`src/rtl/imem_load_ctrl_pkg.sv`:
```
// Shared definitions for the instruction-memory load controller:
// default geometry, the NOP fill word and the controller state encoding.
package imem_load_ctrl_pkg;

  localparam int unsigned IMEM_ADDR_W = 8;
  localparam int unsigned IMEM_DATA_W = 32;

  // Word written over the whole memory before a new program streams in
  localparam logic [IMEM_DATA_W-1:0] NOP_WORD = '0;

  typedef enum logic [2:0] {
    ST_IDLE  = 3'd0,
    ST_CLEAR = 3'd1,
    ST_LOAD  = 3'd2,
    ST_DONE  = 3'd3,
    ST_ERR   = 3'd4
  } ld_state_e;

  function automatic int unsigned depth_of(input int unsigned addr_w);
    return 32'd1 << addr_w;
  endfunction

endpackage

```
`src/rtl/imem_load_ctrl.sv`:
```
// Reprogramming sequencer for the instruction memory: holds the CPU, zero-fills
// every word, streams the loader's program from word 0, then releases the CPU.
import imem_load_ctrl_pkg::*;

module imem_load_ctrl #(
  parameter int unsigned ADDR_W = IMEM_ADDR_W,
  parameter int unsigned DATA_W = IMEM_DATA_W
) (
  input  logic              clk,
  input  logic              reset,
  input  logic              ld_start,
  input  logic              ld_valid,
  input  logic [DATA_W-1:0] ld_data,
  input  logic              ld_last,
  output logic              ld_ready,
  output logic              mem_we,
  output logic [ADDR_W-1:0] mem_waddr,
  output logic [DATA_W-1:0] mem_wdata,
  output logic              cpu_run,
  output logic              ld_busy,
  output logic [ADDR_W:0]   ld_count,
  output logic              ld_err
);

  localparam int unsigned DEPTH = depth_of(ADDR_W);
  localparam int unsigned CNT_W = ADDR_W + 1;

  ld_state_e         state_q, state_d;
  logic [CNT_W-1:0]  cnt_q, cnt_d;
  logic              ld_ready_q, ld_ready_d;
  logic              mem_we_q, mem_we_d;
  logic [ADDR_W-1:0] mem_waddr_q, mem_waddr_d;
  logic [DATA_W-1:0] mem_wdata_q, mem_wdata_d;
  logic              cpu_run_q, cpu_run_d;
  logic              ld_busy_q, ld_busy_d;
  logic [CNT_W-1:0]  ld_count_q, ld_count_d;
  logic              ld_err_q, ld_err_d;

  logic              cnt_full;
  logic              handshake;

  // cnt_q is the sweep address in CLEAR and the accepted-word count in LOAD
  assign cnt_full  = (cnt_q == CNT_W'(DEPTH));
  assign handshake = ld_valid & ld_ready_q;

  always_ff @(posedge clk) begin
    if (reset) begin
      state_q     <= ST_IDLE;
      cnt_q       <= '0;
      ld_ready_q  <= 1'b0;
      mem_we_q    <= 1'b0;
      mem_waddr_q <= '0;
      mem_wdata_q <= '0;
      cpu_run_q   <= 1'b1;
      ld_busy_q   <= 1'b0;
      ld_count_q  <= '0;
      ld_err_q    <= 1'b0;
    end else begin
      state_q     <= state_d;
      cnt_q       <= cnt_d;
      ld_ready_q  <= ld_ready_d;
      mem_we_q    <= mem_we_d;
      mem_waddr_q <= mem_waddr_d;
      mem_wdata_q <= mem_wdata_d;
      cpu_run_q   <= cpu_run_d;
      ld_busy_q   <= ld_busy_d;
      ld_count_q  <= ld_count_d;
      ld_err_q    <= ld_err_d;
    end
  end

  always_comb begin
    state_d     = state_q;
    cnt_d       = cnt_q;
    ld_ready_d  = 1'b0;
    mem_we_d    = 1'b0;
    mem_waddr_d = mem_waddr_q;
    mem_wdata_d = mem_wdata_q;
    cpu_run_d   = cpu_run_q;
    ld_busy_d   = ld_busy_q;
    ld_count_d  = ld_count_q;
    ld_err_d    = ld_err_q;

    case (state_q)
      ST_IDLE, ST_ERR: begin
        if (state_q == ST_IDLE) begin
          cpu_run_d = 1'b1;
          ld_busy_d = 1'b0;
        end
        // A start request wins over any loader word presented alongside it
        if (ld_start) begin
          state_d     = ST_CLEAR;
          cnt_d       = CNT_W'(1);
          mem_we_d    = 1'b1;
          mem_waddr_d = '0;
          mem_wdata_d = DATA_W'(NOP_WORD);
          cpu_run_d   = 1'b0;
          ld_busy_d   = 1'b1;
          ld_count_d  = '0;
          ld_err_d    = 1'b0;
        end
      end

      ST_CLEAR: begin
        if (cnt_full) begin
          state_d    = ST_LOAD;
          cnt_d      = '0;
          ld_ready_d = 1'b1;
        end else begin
          mem_we_d    = 1'b1;
          mem_waddr_d = cnt_q[ADDR_W-1:0];
          mem_wdata_d = DATA_W'(NOP_WORD);
          cnt_d       = cnt_q + CNT_W'(1);
        end
      end

      ST_LOAD: begin
        ld_ready_d = 1'b1;
        if (handshake) begin
          if (cnt_full) begin
            // Program longer than the memory: drop the word and park in ERR
            state_d    = ST_ERR;
            ld_ready_d = 1'b0;
            ld_busy_d  = 1'b0;
            ld_err_d   = 1'b1;
          end else begin
            mem_we_d    = 1'b1;
            mem_waddr_d = cnt_q[ADDR_W-1:0];
            mem_wdata_d = ld_data;
            cnt_d       = cnt_q + CNT_W'(1);
            ld_count_d  = cnt_q + CNT_W'(1);
            if (ld_last) begin
              state_d    = ST_DONE;
              ld_ready_d = 1'b0;
            end
          end
        end
      end

      ST_DONE: begin
        // First DONE cycle carries the final write; release the CPU after a quiet cycle
        if (!mem_we_q) begin
          state_d   = ST_IDLE;
          cpu_run_d = 1'b1;
          ld_busy_d = 1'b0;
        end
      end

      default: state_d = ST_IDLE;
    endcase
  end

  assign ld_ready  = ld_ready_q;
  assign mem_we    = mem_we_q;
  assign mem_waddr = mem_waddr_q;
  assign mem_wdata = mem_wdata_q;
  assign cpu_run   = cpu_run_q;
  assign ld_busy   = ld_busy_q;
  assign ld_count  = ld_count_q;
  assign ld_err    = ld_err_q;

endmodule
```
`config.mk`:
```
export PLATFORM = sky130hd
export DESIGN_NAME = imem_load_ctrl
export DESIGN_NICKNAME = d
export VERILOG_FILES = /design/src/rtl/imem_load_ctrl_pkg.sv /design/src/rtl/imem_load_ctrl.sv
export SDC_FILE = /design/constraint.sdc
export NUM_CORES = 1
export LEC_CHECK = 0
export BUFFER_PORTS_ARGS = -buffer_cell sky130_fd_sc_hd__buf_2
export CORE_MARGIN = 3
export CORE_UTILIZATION = 51
export CTS_CLUSTER_SIZE = 25
export DETAILED_ROUTE_END_ITERATION = 7
export PLACE_DENSITY = 0.79
export SYNTH_ARGS = -nofsm -noshare
export SYNTH_HDL_FRONTEND = slang
export SYNTH_SLANG_ARGS = --single-unit
export TNS_END_PERCENT = 20
```
`constraint.sdc`:
```
create_clock -name clk -period 1.9 [get_ports clk]
set_clock_uncertainty 0.1 [all_clocks]
set_input_delay 0.19 -clock clk [delete_from_list [all_inputs] [get_ports clk]]
set_output_delay 0.19 -clock clk [all_outputs]
set_load 0.03 [all_outputs]
```
==> impl_metrics.tcl <==
set metrics [dict create \
    yosys.area.top_type "dfxtp_1" \
    power.switching_w 0.000723 \
    cp-start-kind "flip-flop" \
    swShare 0.250 \
    crit_buf_inv 2 \
    max_freq_mhz 547 \
    relSlewSlack 0.697 \
    overflow 0 \
    area_growth_pct 27.6 \
    drc_errors 0 \
    hold_viol 0 \
    cts_tree "done" \
    crit_path_end_kind "flip-flop" \
    p_seq_frac 0.490 \
    period_needed_ns 1.83 \
    arrival_ns 1.96 \
    synth_flop_cell "dfxtp_1" \
    drv_cap 0 \
    routed_wl_mm 7.68 \
    antenna_cells 0 \
    p_comb_frac 0.116 \
    synth_cell_types 44 \
    synth.top_cell.area_share 0.438 \
    synth_seq_cells 66 \
    cts_made_buffers 9 \
    tightest_slew_ns 0.453 \
    grt_pass1_vias 2719 \
    drive_gt1_frac 0.317 \
    port_buffers 90 \
    wl_per_cell_um 15.2 \
    yosysSeqAreaShare 0.438 \
    drt_iter0_drc 186 \
    rows 27 \
    clock_latency_ns 0.33 \
    groute.usage.overall 0.222 \
    synth_area_leaders "dfxtp_1 44%, o41ai_1 9.3%, nand3b_1 8.7%, inv_1 4.5%, a21oi_1 3.5%" \
    cp_max_fo 53 \
    layout_common_cells "90 x buf_2, 65 x dfxtp_1, 35 x nand3b_1" \
    timing.hold.ws_ns 0.00278 \
    syn_area_per_cell_um2 8.99 \
    num_vias 2809 \
    start_util 0.538 \
    period_share 0.963 \
    internal-power_w 0.00217 \
    die_y_um 82.9 \
    grt_max_degree 82 \
    pwr-share-clk 0.394 \
    dieArea_um2 6880 \
    netlist_instances 336 \
    antenna_found_initial 0 \
    grt_pass1_wl_mm 12.7 \
    crit_family "simple AND/OR/NAND/NOR gates" \
    async_flop_share 0 \
    finalMaxSlewViolations 0 \
    critPathMaxStageDelay_ns 0.32 \
    setup_viol 0 \
    path_clk_slew_ns 0.07 \
    ant_nets 0 \
    synth.net_count 375 \
    outcome "finished clean" \
    crit_type "reg2reg" \
    via_per_inst 5.54 \
    pin_count 91 \
    yosys_warnings 0 \
    clock_path_buffers 2 \
    synth_edf_count 0 \
    cp.required_ns 2.03 \
    hold_class "in2reg" \
    root_buffer "clkbuf_8" \
    ir_worst_vdd_v 0.000558 \
    cts.sinks 66 \
    total_power_w 0.00289 \
    p_leak_nw 1.81 \
    die_w_um 82.9 \
    core_area_um2 5610 \
    utilization 0.687 \
    fillers 461 \
    synth.cell_area_um2 3020 \
    hpwl_mm 5.07 \
    path_cells "inv_2 -> ha_1 -> nor4b_4 -> a21oi_2 -> o22ai_4 -> buf_12 -> nand3b_1 -> o41ai_2" \
    cts_max_level 3 \
    place_congestion 0.867 \
    power_density_nw_per_um2 751 \
    rsz0062_at_grt "yes" \
    layout_commonest_cell "buf_2" \
    fin_nets 470 \
    slowest_stage "dfxtp_1" \
    drt_pass1_iterations 4 \
]
[synthesized netlist by cell type, types with 3 or more instances]
cell type / n
nor2b_1: 8
nor2_1: 22
inv_1: 36
xor2_1: 4
a21oi_1: 21
o41ai_1: 32
buf_2: 7
dfxtp_1: 66
and2_1: 6
nor3_1: 4
buf_6: 4
a22o_1: 7
nand2_1: 18
nand2b_1: 6
buf_4: 3
nand3b_1: 35
clkbuf_1: 13
o21ai_0: 9
a22oi_1: 5
[logic make-up (layout without fill, tap and decap cells)]
logic type | count (synthesis) | count (layout) | share of synthesized area
AOI/OAI and AO/OA | 89 | 89 | 0.221
adders and majority gates | 2 | 2 | 0.00829
DFF | 66 | 66 | 0.438
buffers and inverters | 63 | 162 | 0.0949
muxes | 2 | 2 | 0.00705
and+or+nand+nor | 110 | 110 | 0.219
xor gates and xnor gates | 4 | 4 | 0.0116
[sequential cells by signal, indices dropped and copies added (netlist names)]
signal and cells:
ld_ready 1, ld_busy 1, ld_count 9, cnt_q 9, ld_err 1, mem_waddr 8
state_q 3, mem_wdata 32, cpu_run 1, mem_we 1
[path summary, 6_finish.rpt]
kind                            startpoint      endpoint  slack [ns]  depth (start not counted)
worst max-delay path              cnt_q[0]  mem_wdata[5]        0.07                          8
worst min-delay path            ld_data[1]  mem_wdata[1]       0.003                          3
worst max register to register    cnt_q[0]  mem_wdata[5]        0.07                          8
worst min register to register      ld_err        ld_err        0.36                          2
[through the flow]
stage | setup TNS [ns] | worst slack [ns] | area (µm²) | instances
2_1_floorplan | 0 | 0.172 | 3020 | 336
3_3_place_gp | 0 | 0.117 | 3550 | 486
3_5_place_dp | 0 | 0.00252 | 3550 | 486
4_1_cts | 0 | 0.0426 | 3800 | 507
5_1_grt | -0.0535 | -0.0151 | 3850 | 507
6_report | 0 | 0.0705 | 3850 | 507
[power groups by stage]
| stage | combinational (W) | clock, W | sequential (W) |
|---|---|---|---|
| 2_1_floorplan | 0.000192 | 0 | 0.00147 |
| 3_3_place_gp | 0.000303 | 0 | 0.00145 |
| 3_5_place_dp | 0.000311 | 0 | 0.00145 |
| 4_1_cts | 0.000323 | 0.00115 | 0.00142 |
| 5_1_grt | 0.000368 | 0.00122 | 0.00142 |
| 6_report | 0.000335 | 0.00114 | 0.00142 |
[cell type report]
type | count | area [µm²] | share of cell area
tap | 72 | 90.1 | 0.0234
clock inverter | 3 | 40.0 | 0.0104
sequential | 66 | 1320 | 0.343
timing repair buffer | 111 | 661 | 0.171
inverter | 36 | 135 | 0.0351
clock buffer | 12 | 145 | 0.0377
multi-input combinational | 207 | 1460 | 0.379
[layer usage]
metal  global-route usage  up-vias  wire length, µm  part of all wire
met5                    0        -                0                 0
met4                0.104        0              129             0.017
met3               0.0496       12              455             0.059
met2                0.359       88             3710              0.48
met1                0.280     1331             3390              0.44
li1                     -     1378                -                 -
[worst reg2reg max path, cell delays in order, from the launching register on]
cell      delay [ns]
dfxtp_1         0.32
inv_2           0.06
ha_1            0.14
nor4b_4         0.27
a21oi_2         0.12
o22ai_4         0.21
buf_12          0.27
nand3b_1        0.16
o41ai_2         0.08
[repair_timing]
| action | 4_1_cts | 5_1_grt |
|---|---|---|
| endpoints found under the setup margin | 1 | 31 |
| gates cloned | 0 | 0 |
| setup buffers | 0 | 0 |
| hold buffers | 6 | 0 |
| hold endpoints to repair | 6 | 0 |
| pin swaps | 0 | 4 |
| gates resized for setup | 1 | 12 |
Note: power is estimated with default switching activity, not from simulation.
